<file path="src/rtl/read_ptr_sync.sv">
// Read-domain pointer stage of the async FIFO: synchronizes and decodes the Gray write
// pointer, owns the binary/Gray read pointers, and reports level and Gray integrity.
module read_ptr_sync #(
   parameter int unsigned ADDR_WIDTH  = 3,
   parameter int unsigned SYNC_STAGES = 2
) (
   input  logic                  r_clk_in,
   input  logic                  r_reset_in,
   input  logic                  r_request_in,
   input  logic                  ctrl_empty_in,
   input  logic [ADDR_WIDTH-1:0] w_ptr_gray_in,
   output logic [ADDR_WIDTH-1:0] w_ptr_out,
   output logic [ADDR_WIDTH-1:0] r_ptr_out,
   output logic [ADDR_WIDTH-1:0] r_ptr_gray_out,
   output logic                  r_en_out,
   output logic [ADDR_WIDTH-1:0] level_out,
   output logic                  sync_err_out
);

   // Stage 0 is the only flop that may go metastable; nothing sits between stages.
   logic [SYNC_STAGES-1:0][ADDR_WIDTH-1:0] sync_q, sync_d;
   logic [ADDR_WIDTH-1:0]                  prev_gray_q, last_gray, gray_diff;
   logic [ADDR_WIDTH-1:0]                  w_ptr_bin;
   logic [ADDR_WIDTH-1:0]                  r_ptr_q, r_ptr_d;
   logic [ADDR_WIDTH-1:0]                  r_ptr_gray_q, r_ptr_gray_d;
   logic                                   sync_err_q, sync_err_d;
   logic                                   gray_mismatch;

   assign last_gray = sync_q[SYNC_STAGES-1];

   always_comb begin
      sync_d = {sync_q[SYNC_STAGES-2:0], w_ptr_gray_in};
   end

   // bin[i] is the XOR of all Gray bits at or above i.
   always_comb begin
      w_ptr_bin = '0;
      for (int i = 0; i < int'(ADDR_WIDTH); i++) begin
         w_ptr_bin[i] = ^(last_gray >> i);
      end
   end

   always_comb begin
      gray_diff     = last_gray ^ prev_gray_q;
      gray_mismatch = ($countones(gray_diff) > 1);
      sync_err_d    = sync_err_q | gray_mismatch;
   end

   always_comb begin
      r_en_out     = r_request_in & ~ctrl_empty_in;
      r_ptr_d      = r_en_out ? r_ptr_q + ADDR_WIDTH'(1) : r_ptr_q;
      // Registered from the next binary value so the Gray output never glitches.
      r_ptr_gray_d = r_ptr_d ^ (r_ptr_d >> 1);
   end

   always_ff @(posedge r_clk_in or posedge r_reset_in) begin
      if (r_reset_in) begin
         sync_q       <= '0;
         prev_gray_q  <= '0;
         r_ptr_q      <= '0;
         r_ptr_gray_q <= '0;
         sync_err_q   <= 1'b0;
      end else begin
         sync_q       <= sync_d;
         prev_gray_q  <= last_gray;
         r_ptr_q      <= r_ptr_d;
         r_ptr_gray_q <= r_ptr_gray_d;
         sync_err_q   <= sync_err_d;
      end
   end

   assign w_ptr_out      = w_ptr_bin;
   assign r_ptr_out      = r_ptr_q;
   assign r_ptr_gray_out = r_ptr_gray_q;
   assign level_out      = w_ptr_bin - r_ptr_q;
   assign sync_err_out   = sync_err_q;

endmodule
</file>
<file path="config.mk">
export PLATFORM = sky130hd
export DESIGN_NAME = read_ptr_sync
export DESIGN_NICKNAME = d
export VERILOG_FILES = /design/src/rtl/read_ptr_sync.sv
export SDC_FILE = /design/constraint.sdc
export NUM_CORES = 1
export LEC_CHECK = 0
export CAP_MARGIN = 10
export CORE_ASPECT_RATIO = 1.2
export CORE_MARGIN = 2
export CORE_UTILIZATION = 25
export DETAILED_ROUTE_END_ITERATION = 8
export MAX_ROUTING_LAYER = met4
export PLACE_DENSITY = 0.46
export SLEW_MARGIN = 20
export SYNTH_ARGS = -nofsm -noshare
export SYNTH_HDL_FRONTEND = slang
export SYNTH_SLANG_ARGS = --single-unit
export TNS_END_PERCENT = 1
</file>
<file path="constraint.sdc">
create_clock -name r_clk_in -period 4.67 [get_ports r_clk_in]
set_input_delay 1.401 -clock r_clk_in [delete_from_list [all_inputs] [get_ports r_clk_in]]
set_output_delay 1.401 -clock r_clk_in [all_outputs]
set_load 0.005 [all_outputs]
</file>
==> out/metrics.cfg <==
[yosys]
synth_top_area_share_pct = 59.5
synth_warnings = 0
synth_top_cell_by_area = dfrtp_1
netlist_area_um2 = 631
synth_most_common_cell = dfrtp_1
yosysSeqAreaShare_pct = 59.5
synth_edf_count = 0
synth_commonest_cells = 15 x dfrtp_1, 6 x xor2_1, 5 x inv_1, 5 x xnor2_1, 3 x ha_1
synth-main-ff-cell = dfrtp_1
synth_cell_type_count = 15
syn_avg_cell_area_um2 = 13.7
syn_nets = 57
async_flop_share_pct = 100
syn_inst = 46
ys_ff_latch = 15
synthTopCellsByArea = dfrtp_1 60%, xor2_1 8.3%, xnor2_1 6.9%

[detailed_routing]
first_pass_iters = 2
drt-total-wl_um = 976
wl_per_cell_um = 9.96
drc_errors = 0
ant_nets = 0
via_per_inst = 3.63
vias = 356
drt-initial-drc-count = 2

[power_and_ir_drop]
p_leak_nw = 0.377
peakVddDrop_mv = 0.292
seqPwrFrac_pct = 39.0
pwr-share-clk_pct = 15.3
power_frac_comb_pct = 45.7
power_density_mw_per_mm2 = 538
swShare_pct = 30.3
p_switching_mw = 0.143
p_int_mw = 0.329
power_mw = 0.472

[timing]
setup-tns-final_ns = 0
worst-slew-pin-transition_ns = 0.557
hold_viol = 0
grt_setup_unrepaired = false
final.period_utilization_pct = 90.5
whs_ns = 0.354
period_minus_slack_ns = 4.22
skew_ns = 0.00300
maxSlewViolCount = 0
fmax_mhz = 237
setup_viol = 0
layout_setup_ws_ns = 0.445
relSlewSlack_pct = 62.8

[worst_hold_path]
hp-class = reg -> reg

[critical_path]
worstPathArrival_ns = 2.82
crit_required_ns = 3.27
start_kind = primary input
r2r_slack_ns = 3.32
crit_start = r_request_in
cp-endpoint = r_en_out
critPathMaxFanout = 6
criticalPathCategory = in -> out
reg2reg_depth = 4
reg2reg_to = r_ptr_gray_out[1]
reg2reg_from = r_ptr_out[0]
cp-end-kind = primary output

[clock_tree]
post_cts_buffers = 0
clk_pin_slew_ns = 0.09
cts_sinks = 15
cts_buffers = 3
worstSkewPairLatency_ns = 0.27
cts_resized = 0
cts_hold_buf = 0
cts_max_level = 1
cts-root-buf = clkbuf_4
tritoncts = done
clockBufferDepth = 2

[global_route]
grt_max_degree = 16
antenna_found_initial = 0
grtUsageTotal_pct = 8.30
gr-total-overflow = 0
grt_pass1_vias = 379
grt_pass1_wl_um = 1680

[placed_design]
preCtsSetupSlack_ns = 0.434
io_buffers = 20
gp_congestion = 0.631
placedCellCount = 94
dp_hpwl_um = 746

[final_layout]
finalNetCount = 79
num-fill-cells = 233
antenna_cells = 0
area_growth_pct = 39.1
drive_gt1_share_pct = 7.46
final_cells = 98

[die]
dieHeight_um = 59.0
ios = 21
dieArea_mm2 = 0.00294
rows = 19
core_area_mm2 = 0.00235
start_util_pct = 26.8
chipWidth_um = 49.8

[status]
status = complete, no violations

[run]
cap_violations = 0

==> critical path, cell delays in order <==
cell             delay [ns]
clkdlybuf4s50_1        0.47
nor2b_1                0.37
clkdlybuf4s50_1        0.58
==> stage by stage <==
step	util [%]	instance area [um2]
2_1_floorplan	-	631
3_3_place_gp	36.1	850
3_5_place_dp	36.1	850
4_1_cts	37.3	877
5_1_grt	37.3	877
6_report	37.3	877
==> flip-flops by register name (all words and copies together), names as in the netlist <==
register,count
last_gray,3
prev_gray_q,3
r_ptr_gray_out,3
sync_d,3
r_ptr_out,2
sync_err_out,1
==> per-layer routing <==
metal / share of wire [%] / up-vias / wire, um / GRT usage (%)
met1: 47 / 155 / 454 / 11.0
li1: - / 185 / - / -
met5: 0 / - / 0 / -
met3: 6.0 / 2 / 59 / 2.27
met2: 46 / 14 / 453 / 10.9
met4: 0.92 / 0 / 9 / 5.95
==> layout by cell type (no fill, tap or decap) <==
cell,instances
xor2_2,1
o21ai_0,2
dfrtp_1,15
inv_1,5
xor2_1,6
fa_1,1
nor2b_1,1
clkdlybuf4s50_1,20
mux2i_1,1
nand3b_1,1
nand2_1,1
a211o_1,1
clkinv_2,1
clkbuf_4,3
xnor2_1,5
ha_1,3
==> cell families (layout without fill, tap and decap cells) <==
| family | after synthesis | in the layout | share of synthesized area [%] |
|---|---|---|---|
| flops | 15 | 15 | 59.5 |
| xor+xnor | 12 | 12 | 17.9 |
| buf+inv | 8 | 29 | 6.15 |
| fa+ha+maj | 4 | 4 | 9.13 |
| compound gates | 3 | 3 | 2.98 |
| simple gates | 3 | 3 | 2.78 |
| mux | 1 | 1 | 1.59 |
==> power by group through the flow <==
stage | combinational (mW) | clock [mW] | sequential [mW]
finish | 0.216 | 0.0720 | 0.184
global route | 0.239 | 0.0871 | 0.190
CTS | 0.221 | 0.0769 | 0.186
detailed placement | 0.219 | 0 | 0.187
global placement | 0.220 | 0 | 0.187
floorplan | 0.104 | 0 | 0.184
==> worst min path at each step <==
stage          startpoint      endpoint  slack, ns  cells past startpoint
4_1_cts         sync_d[4]  last_gray[1]       0.36                      0
2_1_floorplan   sync_d[3]  last_gray[0]       0.33                      0
3_5_place_dp    sync_d[4]  last_gray[1]       0.33                      0
6_report        sync_d[4]  last_gray[1]       0.35                      0
5_1_grt         sync_d[5]  last_gray[2]       0.38                      0
3_3_place_gp    sync_d[4]  last_gray[1]       0.33                      0
==> cell type report <==
| class | count | area [um2] | share of cell area (%) |
|---|---|---|---|
| sequential | 15 | 375 | 42.8 |
| multi-input combinational | 23 | 216 | 24.7 |
| timing repair buffer | 20 | 200 | 22.8 |
| tap | 31 | 38.8 | 4.42 |
| clock buffer | 3 | 22.5 | 2.57 |
| inverter | 5 | 18.8 | 2.14 |
| clock inverter | 1 | 5.00 | 0.571 |
Power figures use the tool's default switching activity.
